[src/rtl/shared_bus_arbiter.sv]
// shared_bus_arbiter
//   Four-requester round-robin arbiter that owns a single registered output
//   bus. The current owner's data is forwarded to y one cycle after its grant
//   is visible on gnt. When an owner drops req, the grant moves straight to
//   the next round-robin requester with no idle cycle in between.
//
//   Optional feature (macro ARB_BURST_LIMIT_EN): an owner may hold the bus for
//   at most MAX_BURST consecutive valid cycles while another requester is
//   waiting. Without the macro, an owner keeps the bus until it drops req.
//
// Parameters
//   DW        data width of each requester and of y
//   MAX_BURST valid cycles per ownership when burst limiting is built (1..16)
// Ports
//   clk      rising-edge clock
//   rstn     asynchronous active-low reset
//   req      per-requester request, bit i = requester i
//   din      requester i data on din[i*DW +: DW]
//   gnt      registered one-hot grant (all-zero when idle)
//   y        registered shared output bus
//   y_valid  y holds owner data this cycle
module shared_bus_arbiter #(
  parameter int DW        = 8,
  parameter int MAX_BURST = 4
) (
  input  logic            clk,
  input  logic            rstn,
  input  logic [3:0]      req,
  input  logic [4*DW-1:0] din,
  output logic [3:0]      gnt,
  output logic [DW-1:0]   y,
  output logic            y_valid
);

  localparam int CW = $clog2(MAX_BURST + 1);

  typedef enum logic {IDLE, GRANT} state_t;

  state_t          state, state_n;
  // last doubles as the current owner while in GRANT
  logic [1:0]      last, last_n;
  logic [3:0]      gnt_n;
  logic [CW-1:0]   cnt, cnt_n;
  logic [DW-1:0]   y_n;
  logic            yv_n;

  logic [3:0][DW-1:0] lanes;
  logic [3:0]         others;
  logic [1:0]         pick;

  assign lanes = din;

  // First set bit of r, scanning base, base+1, ... with 2-bit wrap.
  // Scanning from the far end lets the nearest match overwrite earlier ones.
  function automatic logic [1:0] rr_pick(input logic [3:0] r, input logic [1:0] base);
    logic [1:0] idx;
    rr_pick = base;
    for (int k = 3; k >= 0; k--) begin
      idx = base + 2'(k);
      if (r[idx]) rr_pick = idx;
    end
  endfunction

  // Masking with gnt removes the current owner from the search; in IDLE gnt is
  // zero so this is just req.
  always_comb begin
    others = req & ~gnt;
    pick   = rr_pick(others, last + 2'd1);
  end

  always_comb begin
    state_n = state;
    last_n  = last;
    gnt_n   = gnt;
    cnt_n   = cnt;
    y_n     = y;
    yv_n    = 1'b0;
    case (state)
      IDLE: begin
        if (|req) begin
          state_n = GRANT;
          last_n  = pick;
          gnt_n   = 4'b0001 << pick;
          cnt_n   = '0;
        end
      end
      GRANT: begin
        if (req[last]) begin
          y_n  = lanes[last];
          yv_n = 1'b1;
`ifdef ARB_BURST_LIMIT_EN
          // This edge completes the MAX_BURST-th valid cycle: hand off if
          // anyone is waiting, otherwise start a fresh burst for the owner.
          if (cnt == CW'(MAX_BURST - 1)) begin
            cnt_n = '0;
            if (|others) begin
              last_n = pick;
              gnt_n  = 4'b0001 << pick;
            end
          end else begin
            cnt_n = cnt + CW'(1);
          end
`else
          // Counting saturates; it has no influence on arbitration here.
          if (cnt != CW'(MAX_BURST)) cnt_n = cnt + CW'(1);
`endif
        end else if (|others) begin
          last_n = pick;
          gnt_n  = 4'b0001 << pick;
          cnt_n  = '0;
        end else begin
          state_n = IDLE;
          gnt_n   = '0;
          cnt_n   = '0;
        end
      end
      default: begin
        state_n = IDLE;
        gnt_n   = '0;
        cnt_n   = '0;
      end
    endcase
  end

  // last resets to 3 so that requester 0 wins the first arbitration
  always_ff @(posedge clk or negedge rstn) begin
    if (!rstn) begin
      state   <= IDLE;
      last    <= 2'd3;
      gnt     <= '0;
      cnt     <= '0;
      y       <= '0;
      y_valid <= 1'b0;
    end else begin
      state   <= state_n;
      last    <= last_n;
      gnt     <= gnt_n;
      cnt     <= cnt_n;
      y       <= y_n;
      y_valid <= yv_n;
    end
  end

endmodule

[config.mk]
export PLATFORM = sky130hd
export DESIGN_NAME = shared_bus_arbiter
export DESIGN_NICKNAME = d
export VERILOG_FILES = /design/src/rtl/shared_bus_arbiter.sv
export SDC_FILE = /design/constraint.sdc
export NUM_CORES = 1
export LEC_CHECK = 0
export BUFFER_PORTS_ARGS = -buffer_cell sky130_fd_sc_hd__clkbuf_2
export CAP_MARGIN = 20
export CORE_MARGIN = 2
export CORE_UTILIZATION = 41
export CTS_CLUSTER_SIZE = 25
export DETAILED_ROUTE_END_ITERATION = 7
export PLACE_DENSITY = 0.79
export SYNTH_ARGS = -nofsm -noshare
export SYNTH_HDL_FRONTEND = slang
export SYNTH_SLANG_ARGS = --single-unit
[constraint.sdc]
create_clock -name clk -period 1.7 [get_ports clk]
set_input_delay 0.085 -clock clk [delete_from_list [all_inputs] [get_ports clk]]
set_output_delay 0.085 -clock clk [all_outputs]
set_load 0.02 [all_outputs]
# ---- Yosys cells after proc, flatten, opt, wreduce, memory -nomap -nowiden
# Cells that the tools add are included.
dict set report word_totals {
  regBits 16
  out_inout_bits 13
  elab_cells 56
}
dict set report classes {
  add_sub_neg 4
  order_cmp 5
  eq_ne 3
  shift 1
  n_mux 30
  bitwise 3
  reduce_logical 5
}
# cell count
set op_table {}
lappend op_table {{binary-select mux 8 bit (select 2 bit)} 1}
lappend op_table {{less-than comparator 2 x 3 -> 1 bit (second input constant)} 5}
lappend op_table {{two-way mux 2 bit} 7}
lappend op_table {{two-way mux 4 bit} 3}
lappend op_table {{binary-select mux 1 bit (select 2 bit)} 5}
lappend op_table {{two-way mux 1 bit} 10}
lappend op_table {{two-way mux 8 bit} 1}
lappend op_table {{one-hot mux 4 bit (2 select lines)} 1}
lappend op_table {{OR reduction 4 bit} 2}
lappend op_table {{adder 2 x 1 -> 2 bit (second input constant)} 2}
lappend op_table {{adder 2 bit (second input constant)} 2}
lappend op_table {{AND 4 bit} 1}
lappend op_table {{inequality test 2 bit (second input constant)} 2}
lappend op_table {{NOT 4 bit} 1}
lappend op_table {{one-hot mux 2 bit (2 select lines)} 1}
lappend op_table {{AND reduction 2 bit} 2}
lappend op_table {{<< shifter 1 x 2 -> 4 bit (first input constant)} 1}
lappend op_table {{AND reduction 3 bit} 1}
lappend op_table {{inequality test 2 x 1 -> 1 bit (second input constant)} 1}
lappend op_table {{one-hot mux 1 bit (2 select lines)} 1}
lappend op_table {{NOT 1 bit} 1}

# ---- Longest topological paths before layout
# Gate-level depths: netlist of the first run.
dict set report depth {
  ltp_word 12
  ltp_mapped 7
  mapped_depth_nobuf 5
}

# ---- Worst setup path before layout of the first run
# No wires, ideal clock.
dict set report synth_path {
  path_kind {reg2reg}
  from {reg last[0]}
  to {reg y[1]}
  setup_ps 125
  arrival_time_ps 1682
  required_ps 1575
  setup_slack_ps -107
  stages_incl_launch_ff 7
  path_buffers 2
  period_less_slack_ps 1807
  cell_sequence {dfstp_2 > buf_6 > mux4_2 > nand2_1 > inv_2 > buf_6 > mux2_4}
}
dict set report synth_via {
  elab_chain_cells 3
}
# element line
set synth_rtl {}
lappend synth_rtl {{from (decl)} 41} ;# logic [1:0] last, last_n;
lappend synth_rtl {{from (signal assigned)} 136} ;# last <= last_n;
lappend synth_rtl {{binary-select mux 1 bit (select 2 bit)} 88} ;# if (req[last]) begin
lappend synth_rtl {{two-way mux 1 bit (not written as such)} 88}
lappend synth_rtl {{AND reduction 2 bit (no line)} --}
lappend synth_rtl {{to (signal assigned)} 139} ;# y <= y_n;
lappend synth_rtl {{to (decl)} 31} ;# output logic [DW-1:0] y,
# Parallel ways exist; a longest one is shown, timed or not. The select of a mux whose other input is x is not followed.
# A chain may end at the register's enable or synchronous reset.

# ---- Worst setup path in the final report of the first run
dict set report layout_path {
  from {reg last[0]}
  to {reg last[1]}
}
dict set report layout_via {
  elab_chain_cells 11
}
# element line
set layout_rtl {}
lappend layout_rtl {{adder 2 x 1 -> 2 bit} 68} ;# pick = rr_pick(others, last + 2'd1);
lappend layout_rtl {{adder 2 bit} 59} ;# idx = base + 2'(k);
lappend layout_rtl {{binary-select mux 1 bit (select 2 bit)} 60} ;# if (r[idx]) rr_pick = idx;
lappend layout_rtl {{two-way mux 1 bit (not written as such)} 60}
lappend layout_rtl {{two-way mux 2 bit (4 in a row)} 60}
lappend layout_rtl {{two-way mux 2 bit} 107} ;# end else if (|others) begin
lappend layout_rtl {{two-way mux 2 bit} 88}
lappend layout_rtl {{one-hot mux 2 bit (2 select lines)} 78} ;# case (state)
# Parallel ways exist; a longest one is shown, timed or not. The select of a mux whose other input is x is not followed.

==> results of run 1 <==
## logic make-up after synthesis
family	count (synthesis)
compound gates	20
xor+xnor	1
buf+inv	7
flops	16
mux	19
simple gates	14
## where the power goes
part           switching, uW  internal, uW  total (uW)
Combinational            779           853        1630
Sequential               140           584         723
Clock                    110           130         240
Total                   1030          1570        2600
## routing by layer
| layer | track usage, % | up-vias |
|---|---|---|
| li1 | - | 426 |
| met2 | 29.5 | 49 |
| met1 | 23.9 | 444 |
| met4 | 5.00 | 0 |
| met5 | 0 | - |
| met3 | 3.01 | 2 |
## state kept, by name, summed over array words and instances (netlist names)
name     count
state        1
last         2
y_valid      1
y            8
gnt          4
## metrics by stage
step / instances / TNS [ns] / instance area, um2
CTS: 163 / -0.247 / 1390
detailed placement: 158 / -0.254 / 1340
global route: 163 / -1.08 / 1400
global placement: 158 / -0.0199 / 1340
finish: 163 / -0.301 / 1400
floorplan: 77 / -0.713 / 1050
## synth_stat cells
cell type	count	area, um2
sky130_fd_sc_hd__a211oi_1	1	7.51
sky130_fd_sc_hd__a221o_1	1	10.0
sky130_fd_sc_hd__a221oi_1	1	8.76
sky130_fd_sc_hd__a222oi_1	1	10.0
sky130_fd_sc_hd__a32o_1	2	20.0
sky130_fd_sc_hd__a41o_1	2	20.0
sky130_fd_sc_hd__and2b_1	1	7.51
sky130_fd_sc_hd__and2b_2	1	8.76
sky130_fd_sc_hd__and3b_1	1	8.76
sky130_fd_sc_hd__buf_6	2	22.5
sky130_fd_sc_hd__clkbuf_1	1	3.75
sky130_fd_sc_hd__clkbuf_4	1	7.51
sky130_fd_sc_hd__dfrtp_1	14	350
sky130_fd_sc_hd__dfstp_2	2	52.6
sky130_fd_sc_hd__inv_1	2	7.51
sky130_fd_sc_hd__inv_2	1	3.75
sky130_fd_sc_hd__mux2_2	1	11.3
sky130_fd_sc_hd__mux2_4	7	105
sky130_fd_sc_hd__mux2i_1	2	20.0
sky130_fd_sc_hd__mux4_1	2	52.6
sky130_fd_sc_hd__mux4_2	7	158
sky130_fd_sc_hd__nand2_1	2	7.51
sky130_fd_sc_hd__nand2b_1	4	25.0
sky130_fd_sc_hd__nor2_1	1	3.75
sky130_fd_sc_hd__nor2_2	1	6.26
sky130_fd_sc_hd__nor2b_1	1	6.26
sky130_fd_sc_hd__nor3b_1	1	7.51
sky130_fd_sc_hd__o21a_1	1	7.51
sky130_fd_sc_hd__o21ai_0	2	10.0
sky130_fd_sc_hd__o21ai_1	2	10.0
sky130_fd_sc_hd__o21ai_2	1	8.76
sky130_fd_sc_hd__o22ai_1	4	25.0
sky130_fd_sc_hd__o31ai_1	2	15.0
sky130_fd_sc_hd__or4_1	1	7.51
sky130_fd_sc_hd__xnor2_1	1	8.76
## timing repair
item	CTS	global route
setup endpoints to repair	14	14
pin swaps	1	1
endpoints found under the hold margin	14	0
resized for setup	1	3
hold buffers	1	0
## cell type report
class	count	area, um2
clock buffer	4	36.3
inverter	3	13.8
timing repair buffer	56	302
sequential	16	403
fill	211	1050
tap	30	37.5
multi-input combinational	54	609
## worst max-delay path by stage
stage                 start  endpoint
finish              last[0]   last[1]
global route        last[0]   last[0]
CTS                 last[0]      y[0]
detailed placement  last[0]      y[5]
global placement    last[0]      y[0]
floorplan           last[0]      y[1]
## worst reg2reg max path, cell delays in order, from the launching register on
cell and delay [ns]:
sky130_fd_sc_hd__dfstp_2 0.57, sky130_fd_sc_hd__mux4_2 0.53, sky130_fd_sc_hd__a41o_1 0.25, sky130_fd_sc_hd__o21ai_2 0.12, sky130_fd_sc_hd__mux2i_1 0.22
==> results.txt, run 1 <==
----------------------------------------------------
[Timing]
  Min Tclk post-route ... 1.75 ns
  Final critical-path share of the clock period ... 103%
  Worst slew pin tran ... ~0.47 ns
  Setup Skew ... 0.00108 ns
  Final number of max-transition violations ... 0
  Final setup margin ... -0.0491 ns
  Max-Slew Margin vs Limit ... a little under 70%
  Hold_ws ... 0.243 ns
  Number of endpoints failing setup at the final stage ... 13
  Final Hold Viols ... 0
  Achievable frequency ... around 570 MHz
  Setup repair after global routing missed its margin ... true

[Final layout]
  Utilization after layout ... 57.1%
  Most common cell after layout, fill and taps aside ... sky130_fd_sc_hd__clkbuf_2
  Number of nets in the finished design ... 172
  Share of final-layout standard cells stronger than drive strength 1 ... between 60% and 70%
  Synth-to-Final Area Change ... 34.1%
  Number of antenna cells inserted ... 0
  Commonest cells after routing, fill and taps aside ... 50 x sky130_fd_sc_hd__clkbuf_2, 14 x sky130_fd_sc_hd__dfrtp_1, 7 x sky130_fd_sc_hd__mux4_2, 7 x sky130_fd_sc_hd__mux2_4

[Clock tree]
  Source-to-sink clock delay at the later pin of the worst-skew pair ... ~0.27 ns
  Number of CTS-inserted buffers ... 3
  CTS tree ... built
  Root Buffer ... sky130_fd_sc_hd__clkbuf_4
  Number of H-tree levels ... 1
  Maximum clock insertion buffer count ... 2
  Clock sink total ... 16
  Number of buffers inserted to repair setup after CTS ... 0
  Clk slew on worst S/H paths ... 0.09 ns

[Setup path]
  Endpoint required time on the critical path ... 1.90 ns
  Worst stage delay on the critical path ... 0.57 ns
  FF-to-FF path depth ... 4
  Startpoint Class ... flop
  Cell with the largest stage delay on the worst path ... sky130_fd_sc_hd__dfstp_2
  Worst setup EP type ... flop
  CP cell instances ... mux4_2, a41o_1, o21ai_2, mux2i_1
  Path length in cells of the critical path ... 4
  Kind of cell with the highest combined delay on the critical path ... multiplexers
  Arrival @ worst endpoint ... 1.95 ns
  Setup slack on the worst flop-to-flop path ... -0.05 ns
  Crit Path Max Fanout ... 4
  Startpoint of the lowest-slack register-to-register path ... last[0]
  Reg2reg end ... last[1]
  CP Buf/Inv Count ... 0
  Category of the most critical setup path ... reg2reg

[Global route]
  Via count of the first global-routing pass ... around 860
  Largest net degree at the start of global routing ... 17
  Wire length of the first global-routing pass ... 3730 um
  Remaining global-route overflow ... 0
  GRT Resource Usage Total ... 17.8%
  Initial antenna violation count ... 0

[Synthesis]
  Number of library cell types mapped by synthesis ... 35
  Main combinational cell family by area after synthesis ... multiplexers
  Summed instance area of the synthesized netlist ... about 0.0010 mm2
  Proportion of synthesized chip area in sequential cells ... 38.6%
  Post-synthesis share of cell area spent on and, or, nand and nor gates ... between 8 and 9%
  Count of yosys warnings during synthesis ... 0
  Total of flip-flops plus latches after synthesis ... 16
  Share of cell area taken by muxes after synthesis ... approximately 33%
  Syn_area_per_cell ... approximately 14 um2
  Total nets after synthesis ... around 120
  Synthesized-area fraction occupied by ao, oa, aoi and oai cells ... between 10% and 20%
  Cells after synthesis ... 77
  Adder-cell area share of the yosys netlist ... 0%
  Area share of xor/xnor cells in the synthesized design ... less than 1%

[Floorplan]
  Starting Density ... around 43%
  Number of top-level design ports ... roughly 50
  Rows ... 18
  Die Y-Extent ... roughly 54 um
  Total die area ... around 0.003 mm2
  Placeable core region ... ~0.0025 mm2
  Die extent in x ... around 54 um

[Routing]
  Remaining antenna violation count ... 0
  Vias per std cell ... ~5.7
  Topmost layer with routed signal wires ... met4
  Final WL ... roughly 2400 um
  Total length of routed met3 wires ... about 200 um
  Vias after detailed routing ... 921
  Final routed wire length divided by cell count ... ~15 um
  Post-route DRC ... 0
  Iter 0 DRT Violations ... 27
  Met1 layer wirelength in the final routing ... approximately 1000 um
  Metal2 WL ... 1190 um
  Detailed-routing iteration count for the pre-antenna-repair pass ... 4

[Placed design]
  HPWL after detailed placement ... just under 2000 um
  Total of buffers placed on input and output ports ... 50
  GP Congestion ... between 0.8 and 0.9
  Worst setup slack after placement ... -0.0373 ns

[Power]
  Static Leakage ... roughly 0.0007 uW
  Power Density ... 1850 mW/mm2
  Worst IR Drop VDD ... just under 1 mV
  Post-layout total power ... ~2600 uW

[Job]
  Maximum capacitance violations ... 0

[Worst hold path]
  Min-Delay Path Class ... in2reg
  Worst hold path endpoint ... y[1]
  Worst hold path depth ... 3
  Hold path startpoint ... din[25]

[Run status]
  Violations in the final reports ... negative setup slack
  Outcome ... finished, violations left

----------------------------------------------------
(Power assumes the default switching activity.)
==> run 2, diff against run 1 <==
--- a/config.mk
+++ b/config.mk
@@ -5,10 +5,10 @@
 export SDC_FILE = /design/constraint.sdc
 export NUM_CORES = 1
 export LEC_CHECK = 0
+export ABC_AREA = 1
 export BUFFER_PORTS_ARGS = -buffer_cell sky130_fd_sc_hd__clkbuf_2
 export CAP_MARGIN = 20
-export CORE_MARGIN = 2
-export CORE_UTILIZATION = 41
+export CORE_UTILIZATION = 42
 export CTS_CLUSTER_SIZE = 25
 export DETAILED_ROUTE_END_ITERATION = 7
 export PLACE_DENSITY = 0.79
==> results.txt, run 2 <==
----------------------------------------------------
[Final layout]
  Utilization after layout ... around 62%
  Synth-to-Final Area Change ... 34.9%
  Share of final-layout standard cells stronger than drive strength 1 ... slightly below 40%
  Register with the highest flop count ... y
  Most common cell after layout, fill and taps aside ... sky130_fd_sc_hd__clkbuf_2
  Largest registers ranked by flip-flop count ... y: 8 flops, gnt: 4 flops, last: 2 flops
  Fill cell count ... around 240
  Commonest cells after routing, fill and taps aside ... 50 x sky130_fd_sc_hd__clkbuf_2, 45 x sky130_fd_sc_hd__nor2_1, 27 x sky130_fd_sc_hd__nand2_1
  Number of nets in the finished design ... ~270
  Number of flip-flops under the largest register name ... 8
  Number of antenna cells inserted ... 0

[Synthesis]
  Cells after synthesis ... between 150 and 200
  Async set or reset register ratio after synthesis ... 100%
  Cell accounting for the most synthesized area ... sky130_fd_sc_hd__dfrtp_1
  Total of flip-flops plus latches after synthesis ... 16
  Syn_area_per_cell ... around 6.8 um2
  Number of library cell types mapped by synthesis ... 26
  Number of synthesized flops with an enable pin ... 0
  Most instantiated library cell after synthesis ... sky130_fd_sc_hd__nor2_1
  Most used flip-flop cell after synthesis ... sky130_fd_sc_hd__dfrtp_1
  Summed instance area of the synthesized netlist ... approximately 0.0012 mm2
  Top cells by count, synth ... 46 x sky130_fd_sc_hd__nor2_1, 29 x sky130_fd_sc_hd__nand2_1, 18 x sky130_fd_sc_hd__o21ai_0
  Area share of the leading cell type in the synthesized netlist ... between 20 and 30%
  Ranking of synthesized cells by area ... sky130_fd_sc_hd__dfrtp_1 30%, sky130_fd_sc_hd__nor2_1 15%, sky130_fd_sc_hd__nand2_1 9.2%
  Proportion of synthesized chip area in sequential cells ... 34.1%
  Count of yosys warnings during synthesis ... 0
  Total nets after synthesis ... between 200 and 250

[Routing]
  Vias after detailed routing ... between 1000 and 1500
  Vias per std cell ... around 5.2
  Remaining antenna violation count ... 0
  Post-route DRC ... 0
  Iter 0 DRT Violations ... 60
  Final routed wire length divided by cell count ... ~12 um
  Final WL ... ~3200 um
  Detailed-routing iteration count for the pre-antenna-repair pass ... 4

[Timing]
  Min Tclk post-route ... 1.68 ns
  Final Hold Viols ... 0
  Setup Total Neg Slack ... 0 ns
  Final critical-path share of the clock period ... 99.0%
  Setup repair after global routing missed its margin ... true
  Achievable frequency ... ~600 MHz
  Number of endpoints failing setup at the final stage ... 0
  Final setup margin ... 0.0164 ns
  Max-Slew Margin vs Limit ... between 70% and 80%
  Worst slew pin tran ... between 0.4 and 0.5 ns
  Setup Skew ... around 0.00093 ns
  Final number of max-transition violations ... 0

[Floorplan]
  Die Y-Extent ... around 55 um
  Die extent in x ... 55.1 um
  Number of top-level design ports ... 51
  Starting Density ... between 40% and 50%
  Rows ... 18
  Placeable core region ... 0.00257 mm2
  Total die area ... between 0.003 and 0.004 mm2

[Clock tree]
  CTS tree ... built
  Maximum clock insertion buffer count ... 2
  Clock sink total ... 16
  Clk slew on worst S/H paths ... 0.10 ns
  Source-to-sink clock delay at the later pin of the worst-skew pair ... between 0.2 and 0.3 ns
  Root Buffer ... sky130_fd_sc_hd__clkbuf_4
  Number of H-tree levels ... 1
  Number of CTS-inserted buffers ... 3

[Global route]
  Remaining global-route overflow ... 0
  Wire length of the first global-routing pass ... ~5000 um
  GRT Resource Usage Total ... between 20% and 30%
  Initial antenna violation count ... 0
  Largest net degree at the start of global routing ... 18
  Via count of the first global-routing pass ... 1227

[Setup path]
  Worst setup EP type ... flop
  Category of the most critical setup path ... reg2reg
  Worst stage delay on the critical path ... about 0.64 ns
  FF-to-FF path depth ... 11
  Arrival @ worst endpoint ... approximately 1.9 ns
  Startpoint Class ... flop
  Cell with the largest stage delay on the worst path ... sky130_fd_sc_hd__dfstp_2
  CP cell instances ... buf_6, nand3_1, nand2_2, nand2_1, nand2_1, inv_1, nand2_1, nand2_2, nand2_2, nand2_1, o21bai_2
  Setup slack on the worst flop-to-flop path ... roughly 0.016 ns
  Crit Path Max Fanout ... 6
  Most prevalent standard cell on the critical path ... sky130_fd_sc_hd__nand2_1
  Endpoint required time on the critical path ... 1.93 ns

[Power]
  Switching share of power ... roughly half
  Internal power contribution ... between 1500 and 2000 uW
  Power Density ... ~2200 mW/mm2
  Clock share of power ... ~7.5%
  Static Leakage ... between 0.0008 and 0.0009 uW
  Total net switching power ... 1760 uW
  Worst IR Drop VDD ... ~1.3 mV
  Combinational share of power ... between 70% and 80%
  Share of power burned in registers ... between 20% and 30%

[Placed design]
  Worst setup slack after placement ... -0.0159 ns
  HPWL after detailed placement ... 2310 um
  Total of buffers placed on input and output ports ... 50
  GP Congestion ... about 0.87

[Worst hold path]
  Min-Delay Path Class ... in2reg
  Worst hold path depth ... 3

[Run status]
  Outcome ... finished, final reports clean

[Job]
  Maximum capacitance violations ... 0

----------------------------------------------------
==> run 2: final cells by class <==
class	count	area (um2)	area share, %
multi-input cells	136	689	43.2
inverters	13	56.3	3.53
flip-flops and latches	16	403	25.3
well taps	30	37.5	2.35
repair buffers	65	373	23.4
clock buffers	4	36.3	2.27
==> run 2: critical path, delay by kind of cell, from the launching register on <==
kind            cells  cell delay, ns
compound gates      1            0.12
buf+inv             2            0.21
simple gates        8            0.65
flops               1            0.64
==> run 2: timing repair <==
item                                    4_1_cts  5_1_grt
hold buffers                                  1        0
endpoints found under the hold margin        14        0
endpoints found under the setup margin        4       14
pin swaps                                     0        3
buffers inserted                              2        5
gates resized for setup                       0       13
==> run 2: power groups by stage <==
stage	combinational [uW]	clock, uW	sequential (uW)
3_3_place_gp	2090	0	754
3_5_place_dp	2110	0	762
5_1_grt	2740	286	755
6_report	2440	259	733
2_1_floorplan	1560	0	850
4_1_cts	2170	267	745
==> run 2: stage by stage <==
| step | hold slack (ns) | power (uW) | instances | area, um2 |
|---|---|---|---|---|
| finish | 0.106 | 3440 | 264 | 1600 |
| global route | 0.100 | 3780 | 264 | 1600 |
| CTS | 0.106 | 3180 | 259 | 1520 |
| detailed placement | 0.0345 | 2870 | 252 | 1460 |
| global placement | 0.0325 | 2850 | 252 | 1460 |
| floorplan | -0.211 | 2410 | 174 | 1180 |
==> run 2: metal layers <==
layer / routed length, um / vias to the layer above / share of wire (%) / GRT usage (%)
met4: 36 / 0 / 1.1 / 5.42
met3: 194 / 6 / 6.0 / 5.19
met1: 1470 / 613 / 45 / 28.6
met2: 1540 / 54 / 48 / 40.6
met5: 0 / - / 0 / 0
li1: - / 689 / - / -
==> run 2: path summary, 6_finish.rpt <==
kind,end,startpoint
worst max-delay path,gnt[1],last[0]
worst min-delay path,y[5],din[13]
worst max register to register,gnt[1],last[0]
worst min register to register,gnt[0],gnt[0]
max in group asynchronous,last[0],rstn
min in group asynchronous,y[6],rstn
==> run 2: logic make-up after synthesis <==
kind of cell | after synthesis | share of synthesized area [%]
simple gates | 99 | 36.7
buf+inv | 22 | 10.1
xor+xnor | 2 | 1.48
flops | 16 | 34.1
compound gates | 35 | 17.7
